===== src/rtl/mul_booth_seq.sv =====
// Sequential radix-4 Booth multiplier: one partial product per cycle into a 2W+2-bit accumulator.
// Optional early termination when the remaining multiplier digits are all zero: define MUL_BOOTH_EARLY_TERM_EN.
module mul_booth_seq #(
    parameter int unsigned DATA_WIDTH = 32
) (
    input  logic                      clk,
    input  logic                      rst_n,
    input  logic                      in_valid,
    output logic                      in_ready,
    input  logic                      in_x_signed,
    input  logic                      in_y_signed,
    input  logic [DATA_WIDTH-1:0]     in_x,
    input  logic [DATA_WIDTH-1:0]     in_y,
    input  logic                      flush,
    output logic                      out_valid,
    input  logic                      out_ready,
    output logic [2*DATA_WIDTH-1:0]   out_product,
    output logic                      busy
);
    localparam int unsigned W    = DATA_WIDTH;
    localparam int unsigned PW   = 2 * W + 2;
    localparam int unsigned MW   = W + 3;
    localparam int unsigned LAST = W / 2;
    localparam int unsigned CW   = $clog2(LAST + 2);

    typedef enum logic [1:0] {S_IDLE, S_CALC, S_DONE} state_e;

    state_e            state_q;
    logic [PW-1:0]     mcand_q;
    logic [MW-1:0]     mplier_q;
    logic [PW-1:0]     acc_q;
    logic [CW-1:0]     cnt_q;
    logic              in_ready_q;
    logic              out_valid_q;
    logic              busy_q;
    logic [2*W-1:0]    product_q;

    logic [PW-1:0]     xe_d;
    logic [MW-1:0]     ye_d;
    logic [PW-1:0]     term;
    logic              neg;
    logic [PW-1:0]     pp;
    logic [PW-1:0]     acc_d;
    logic [PW-1:0]     mcand_d;
    logic [MW-1:0]     mplier_d;
    logic              last_step;

    assign xe_d     = {{(W + 2){in_x_signed & in_x[W-1]}}, in_x};
    assign ye_d     = {{2{in_y_signed & in_y[W-1]}}, in_y, 1'b0};
    assign mcand_d  = {mcand_q[PW-3:0], 2'b00};
    assign mplier_d = {{2{mplier_q[MW-1]}}, mplier_q[MW-1:2]};

    // Negative digits add the inverted term; the +1 rides in as the adder carry-in.
    always_comb begin
        term = '0;
        neg  = 1'b0;
        unique case (mplier_q[2:0])
            3'b001, 3'b010: term = mcand_q;
            3'b011:         term = {mcand_q[PW-2:0], 1'b0};
            3'b100: begin
                term = {mcand_q[PW-2:0], 1'b0};
                neg  = 1'b1;
            end
            3'b101, 3'b110: begin
                term = mcand_q;
                neg  = 1'b1;
            end
            default: ;
        endcase
        pp    = neg ? ~term : term;
        acc_d = acc_q + pp + PW'(neg);
    end

`ifdef MUL_BOOTH_EARLY_TERM_EN
    assign last_step = (cnt_q == CW'(LAST)) || (mplier_d == '0) || (mplier_d == '1);
`else
    assign last_step = (cnt_q == CW'(LAST));
`endif

    always_ff @(posedge clk or negedge rst_n) begin
        if (!rst_n) begin
            state_q     <= S_IDLE;
            mcand_q     <= '0;
            mplier_q    <= '0;
            acc_q       <= '0;
            cnt_q       <= '0;
            in_ready_q  <= 1'b1;
            out_valid_q <= 1'b0;
            busy_q      <= 1'b0;
            product_q   <= '0;
        end else begin
            unique case (state_q)
                S_IDLE: begin
                    if (!flush && in_valid) begin
                        mcand_q    <= xe_d;
                        mplier_q   <= ye_d;
                        acc_q      <= '0;
                        cnt_q      <= '0;
                        state_q    <= S_CALC;
                        in_ready_q <= 1'b0;
                        busy_q     <= 1'b1;
                    end
                end
                S_CALC: begin
                    if (flush) begin
                        state_q    <= S_IDLE;
                        in_ready_q <= 1'b1;
                        busy_q     <= 1'b0;
                    end else begin
                        acc_q    <= acc_d;
                        mcand_q  <= mcand_d;
                        mplier_q <= mplier_d;
                        cnt_q    <= cnt_q + CW'(1);
                        if (last_step) begin
                            state_q     <= S_DONE;
                            out_valid_q <= 1'b1;
                            product_q   <= acc_d[2*W-1:0];
                        end
                    end
                end
                S_DONE: begin
                    if (flush || out_ready) begin
                        state_q     <= S_IDLE;
                        out_valid_q <= 1'b0;
                        in_ready_q  <= 1'b1;
                        busy_q      <= 1'b0;
                    end
                end
                default: state_q <= S_IDLE;
            endcase
        end
    end

    assign in_ready    = in_ready_q;
    assign out_valid   = out_valid_q;
    assign busy        = busy_q;
    assign out_product = product_q;

endmodule


===== config.mk =====
export PLATFORM = sky130hd
export DESIGN_NAME = mul_booth_seq
export DESIGN_NICKNAME = d
export VERILOG_FILES = /design/src/rtl/mul_booth_seq.sv
export SDC_FILE = /design/constraint.sdc
export NUM_CORES = 1
export LEC_CHECK = 0
export ABC_AREA = 1
export CORE_ASPECT_RATIO = 0.5
export CORE_MARGIN = 3
export CORE_UTILIZATION = 30
export CTS_CLUSTER_DIAMETER = 30
export DETAILED_ROUTE_END_ITERATION = 8
export PLACE_DENSITY = 0.59
export SYNTH_ARGS = -nofsm -noshare
export SYNTH_HDL_FRONTEND = slang
export SYNTH_SLANG_ARGS = --single-unit

===== constraint.sdc =====
create_clock -name clk -period 8.13 [get_ports clk]
set_clock_uncertainty 0.15 [all_clocks]
set_input_delay 1.626 -clock clk [delete_from_list [all_inputs] [get_ports clk]]
set_output_delay 1.626 -clock clk [all_outputs]
set_load 0.01 [all_outputs]

==> results of run 1 <==
-- layer usage --
layer	vias up	GRT usage, %	routed length, um
met3	64	3.948	3613
li1	7029	-	-
met5	-	0	13
met4	2	4.450	1031
met2	398	27.93	21750
met1	6881	28.89	26080
-- registers in the layout, indices dropped and copies added, names as in the netlist --
signal / flops
acc_q: 64
busy: 1
cnt_q: 5
in_ready: 1
mcand_q: 64
mplier_q: 35
out_product: 64
out_valid: 1
state_q: 2
-- layout make-up --
type | instances | share of cell area [%]
clock buffers | 63 | 7.243
clock inverters | 27 | 1.637
inverters | 254 | 5.015
multi-input cells | 1468 | 42.70
flip-flops and latches | 237 | 31.16
well taps | 678 | 4.456
repair buffers | 151 | 7.782
-- per-stage QoR --
| stage | total power [uW] | cells |
|---|---|---|
| global placement | 7447 | 2788 |
| detailed placement | 7486 | 2788 |
| finish | 9619 | 2878 |
| global route | 10420 | 2878 |
| CTS | 9581 | 2878 |
| floorplan | 5729 | 2035 |
-- how the worst min path moves through the flow --
stage | start | endpoint | slack, ns
final | in_ready$_DFFE_PN1P_ | in_ready$_DFFE_PN1P_ | 0.32
after CTS | in_ready$_DFFE_PN1P_ | in_ready$_DFFE_PN1P_ | 0.32
after global placement | in_ready$_DFFE_PN1P_ | in_ready$_DFFE_PN1P_ | 0.31
after detailed placement | in_ready$_DFFE_PN1P_ | in_ready$_DFFE_PN1P_ | 0.31
after global routing | in_ready$_DFFE_PN1P_ | in_ready$_DFFE_PN1P_ | 0.32
after floorplan | mplier_q[10]$_DFFE_PN0P_ | mplier_q[10]$_DFFE_PN0P_ | 0.30
-- power breakdown --
part,leakage [uW],switching [uW],internal (uW)
combinational,0.00516,3960,1830
sequential,0.00306,220,1580
clock,0.000818,701,1330
-- placed cells by master (no fill, tap or decap), types with 5 or more instances in the layout --
master             n
nand2_1          511
dfrtp_1          236
inv_1            235
nor2_1           149
clkdlybuf4s50_1  136
nand3_1          112
o21ai_0          109
a21oi_1           81
ha_1              75
xor2_1            72
o22ai_1           67
a22oi_1           60
clkbuf_16         49
o21ai_1           34
o221ai_1          33
nand2_2           19
inv_2             18
xnor2_1           17
nor3_1            15
nand4_1           14
buf_4             14
nand3b_1          13
o21a_1            12
o21bai_1          12
clkbuf_8          10
a31oi_1            9
clkinv_2           6
clkinv_4           6
a21o_1             5
nor2_2             5
or2_1              5
inv_6              5
clkinvlp_4         5
-- kinds of logic after synthesis --
kind of cell,count (synthesis)
simple gates,860
compound gates,442
buf+inv,330
flops,237
xor+xnor,90
fa+ha+maj,76
-- worst max-delay path: stages --
cell             delay (ns)
clkdlybuf4s50_1        0.52
inv_2                  0.05
nand2_1                0.11
nand2_1                0.10
nand2_2                0.06
buf_4                  0.53
clkinv_2               0.10
buf_4                  0.34
nor2_4                 0.73
inv_2                  0.47
buf_4                  0.40
o221ai_1               0.24
==> flow_summary.ini, run 1 <==
[setup_path]
crit_end = mcand_q[50]$_DFFE_PN0P_
critical_path_required_ns = 8.43
endpoint_kind = flip-flop
r2r_setup_slack_ns = 3.36
rr_endpoint = acc_q[60]$_DFFE_PN0P_
crit_type = primary input to flip-flop
worstPathArrival_ns = 5.34
critPathLaunchType = primary input
rr_worst_depth = 16
crit_start = flush
critPathMaxFanout = 59
worstReg2RegStart = mplier_q[0]$_DFFE_PN0P_

[floorplanning]
die_y_um = 165.8
ios = 138
core-area_mm2 = 0.04950
rows = 57
start_util_pct = 30.95
dieArea_mm2 = 0.05397
die_x_um = 325.6

[cells_and_area]
design_area_mm2 = 0.01904
drive_gt1_share_pct = 7.636
nets = 2308
diodes = 0
fillers = 5188
area_growth_syn_to_layout_pct = 24.28
layout.area.seq_mm2 = 0.005932
multi_input_area_mm2 = 0.008129
fin_util_pct = 38.46

[grt]
grt_usage_pct = 19.17
grt_overflow = 0
grt_max_degree = 128
antenna_found_initial = 1
grt_pass1_vias = 14110
grt_pass1_wl_um = 82340

[min_path]
min_path_type = flip-flop to flip-flop
hold_depth = 2

[yosys]
synthAdderAreaFrac_pct = 6.257
async_flop_share_pct = 100.0
syn-num-nets = 2182
yosys-top-cells-count = nand2_1, dfrtp_1, inv_1, nor2_1, nand3_1
syn_area_mm2 = 0.01532
synth_top_flop_cell = dfrtp_1
yosysTopAreaCell = dfrtp_1
synth-compound-area-share_pct = 17.90
avgSynthCellArea_um2 = 7.527
synth_top_family_by_area = simple AND/OR/NAND/NOR gates
muxShareOfSynthArea_pct = 0
synth.most_common_cell = nand2_1
synthTopCellsByArea = dfrtp_1, nand2_1, ha_1
synth_enable_flop_cells = 0
synth_cell_types = 51
ys_warn_count = 0
synth_top_area_share_pct = 38.56
synth-seq-cells = 237
syn_inst = 2035
synth-simple-area-share_pct = 23.59
synth_xor_area_share_pct = 5.195
seq_area_frac_synth_pct = 38.73

[power_and_ir_drop]
ir_drop_mv = 0.1886
leakagePower_uw = 0.009037
p_per_area_mw_per_mm2 = 505.3

[timing]
setup_viol_count_final = 0
max_freq_ghz = 0.1984
rsz0062_at_grt = false
finalWorstSetupSlack_ns = 3.089
hold_slack_ns = 0.3156
slew_viol_final = 0
tightest_slew_ns = 1.008
fin_crit_ns = 5.041
maxSlewHeadroom_pct = 32.81
hold_viol = 0
tns_ns = 0
period_share_pct = 62.00

[route]
drtAntennaViolNets = 0
vias = 14370
via_per_inst = 4.994
drc_errors = 0
drt-initial-drc-count = 1265
post_drt_wl_per_cell_um = 18.24
dr.pass1.iters = 6
routed_wl_um = 52490

[job]
cap_violations = 0

[clock_network]
post_cts_resized = 0
cts_buffer_depth = 3
numCtsBuffers = 49
cts_setup_buffers = 0
cts_tree = done
cts.sinks = 237
insertion_delay_ns = 0.57
clkTransAtPathRegs_ns = 0.05
htree_levels = 2
cts_root_buffer = clkbuf_16
ctsHoldBuffers = 0

[place]
io_buffers = 137
dp_hpwl_um = 39380
place_area_mm2 = 0.01735
pre_cts_ws_ns = 2.467
gp_congestion = 0.9848

[status]
status = finished clean
(Power assumes the default switching activity.)
==> inputs of run 2 (changes only) <==
==> constraint.sdc (replaced) <==
create_clock -name clk -period 5.2 [get_ports clk]
set_clock_uncertainty 0.15 [all_clocks]
set_input_delay 1.04 -clock clk [delete_from_list [all_inputs] [get_ports clk]]
set_output_delay 1.04 -clock clk [all_outputs]
set_load 0.01 [all_outputs]
==> run 2 against run 1 <==
Non-clock buffer count rose by 5. Flip-flop and latch count unchanged. Critical path depth up 4. Global-route usage grew 0.30 points. Cell count is 0.10% higher. Sequential share of layout area hardly changed. Count of clock-buffer cells in the layout is 9 lower. Critical path type is now flip-flop to flip-flop. Largest cell class unchanged.
==> flow_summary.ini, run 2 (synthesis gave the netlist of run 1 again) <==
[clock_network]
cts_tree = done
cts_setup_buffers = 0
insertion_delay_ns = 0.57
numCtsBuffers = 47
cts_buffer_depth = 3
post_cts_resized = 0
clkTransAtPathRegs_ns = 0.06
cts_root_buffer = clkbuf_16
cts.sinks = 237
ctsHoldBuffers = 0
htree_levels = 2

[floorplanning]
rows = 57
start_util_pct = 30.95
die_x_um = 325.6
core-area_mm2 = 0.04950
die_y_um = 165.8
ios = 138
dieArea_mm2 = 0.05397

[route]
vias = 14470
drc_errors = 0
post_drt_wl_per_cell_um = 18.61
via_per_inst = 5.021
drtAntennaViolNets = 0
routed_wl_um = 53610
dr.pass1.iters = 6
drt-initial-drc-count = 1249

[job]
cap_violations = 0

[timing]
hold_viol = 0
tightest_slew_ns = 0.8561
period_share_pct = 85.55
fin_crit_ns = 4.448
setup_viol_count_final = 0
maxSlewHeadroom_pct = 42.93
slew_viol_final = 0
max_freq_ghz = 0.2248
tns_ns = 0
rsz0062_at_grt = false

[cells_and_area]
stdcell_count = 2881
drive_gt1_share_pct = 7.808
final_cell_mix = nand2_1, dfrtp_1, inv_1
layout.area.seq_mm2 = 0.005932
fin_util_pct = 38.42
nets = 2311
area_growth_syn_to_layout_pct = 24.16
diodes = 0
design_area_mm2 = 0.01902
multi_input_area_mm2 = 0.008129
mostFrequentLayoutCell = nand2_1
fillers = 5202

[setup_path]
critPathMaxFanout = 43
critPathLaunchType = flip-flop
worstPathArrival_ns = 4.74
rr_worst_depth = 16
crit_type = flip-flop to flip-flop
critical_path_required_ns = 5.49
endpoint_kind = flip-flop

[grt]
grt_pass1_wl_um = 82890
antenna_found_initial = 0
grt_overflow = 0
grt_usage_pct = 19.48
grt_pass1_vias = 14050
grt_max_degree = 103

[power_and_ir_drop]
power_uw = 15070
leakagePower_uw = 0.009016
ir_drop_mv = 0.2962
p_per_area_mw_per_mm2 = 792.6

[place]
dp_hpwl_um = 40540
place_area_mm2 = 0.01742
gp_congestion = 0.9466
io_buffers = 137
dpl.cell_count = 2793

[status]
status = finished clean

[min_path]
hold_depth = 2
min_path_type = flip-flop to flip-flop
-- run 2: changes by cell type in the layout (fill, tap and decap cells not counted), moves of 2 or more --
| cell | previous run | this run |
|---|---|---|
| clkbuf_8 | 10 | 3 |
| buf_4 | 14 | 16 |
| inv_6 | 5 | 7 |
| inv_8 | 0 | 2 |
| buf_12 | 0 | 3 |
| clkinvlp_4 | 5 | 9 |
-- run 2: cell type report --
class / count / share of cell area [%]
Tap cell: 678 / 4.461
Inverter: 254 / 5.020
Sequential cell: 237 / 31.19
Clock buffer: 54 / 6.592
Multi-Input combinational cell: 1468 / 42.74
Timing Repair Buffer: 156 / 8.184
Clock inverter: 34 / 1.809
-- run 2: power by group --
group	internal [uW]	total [uW]	switching (uW)
combinational	2910	9200	6290
sequential	2470	2820	355
clock	1910	3060	1140
total	7290	15100	7780
-- run 2: final timing paths --
check / from / end / slack [ns]
setup reg to reg: mplier_q[0]$_DFFE_PN0P_ / out_product[53]$_DFFE_PN0P_ / 0.75
min in group asynchronous: rst_n / out_valid$_DFFE_PN0P_ / 0.39
hold reg to reg: in_ready$_DFFE_PN1P_ / in_ready$_DFFE_PN1P_ / 0.32
hold / removal: in_ready$_DFFE_PN1P_ / in_ready$_DFFE_PN1P_ / 0.32
max in group asynchronous: rst_n / out_product[43]$_DFFE_PN0P_ / 3.51
setup / recovery: mplier_q[0]$_DFFE_PN0P_ / out_product[53]$_DFFE_PN0P_ / 0.75
-- run 2: worst max-delay path, stage by stage (launching register included) --
cell and delay (ns):
dfrtp_1 0.38, nand2_2 0.14, nand2_2 0.47, buf_4 0.38
o22ai_1 0.19, xor2_1 0.47, ha_1 0.36, nand2_1 0.08
nand2_1 0.06, a31oi_1 0.24, o21ai_0 0.25, nand2_1 0.12
nand2_1 0.11, a211oi_1 0.53, nand3_1 0.19, nand3_1 0.13
nand2_1 0.06
-- run 2: through the flow --
step / worst slack [ns] / hold slack (ns)
finish: 0.7515 / 0.3160
global route: 0.5055 / 0.3326
floorplan: 2.239 / 0.2999
detailed placement: 0.9426 / 0.3109
CTS: 0.9271 / 0.3171
global placement: 1.015 / 0.3056
-- run 2: layer usage --
layer	track usage [%]	share of wire (%)	vias up
li1	-	-	7046
met1	29.66	49	6923
met2	28.89	42	435
met3	3.221	7.0	61
met4	3.823	1.4	0
met5	0	0	-
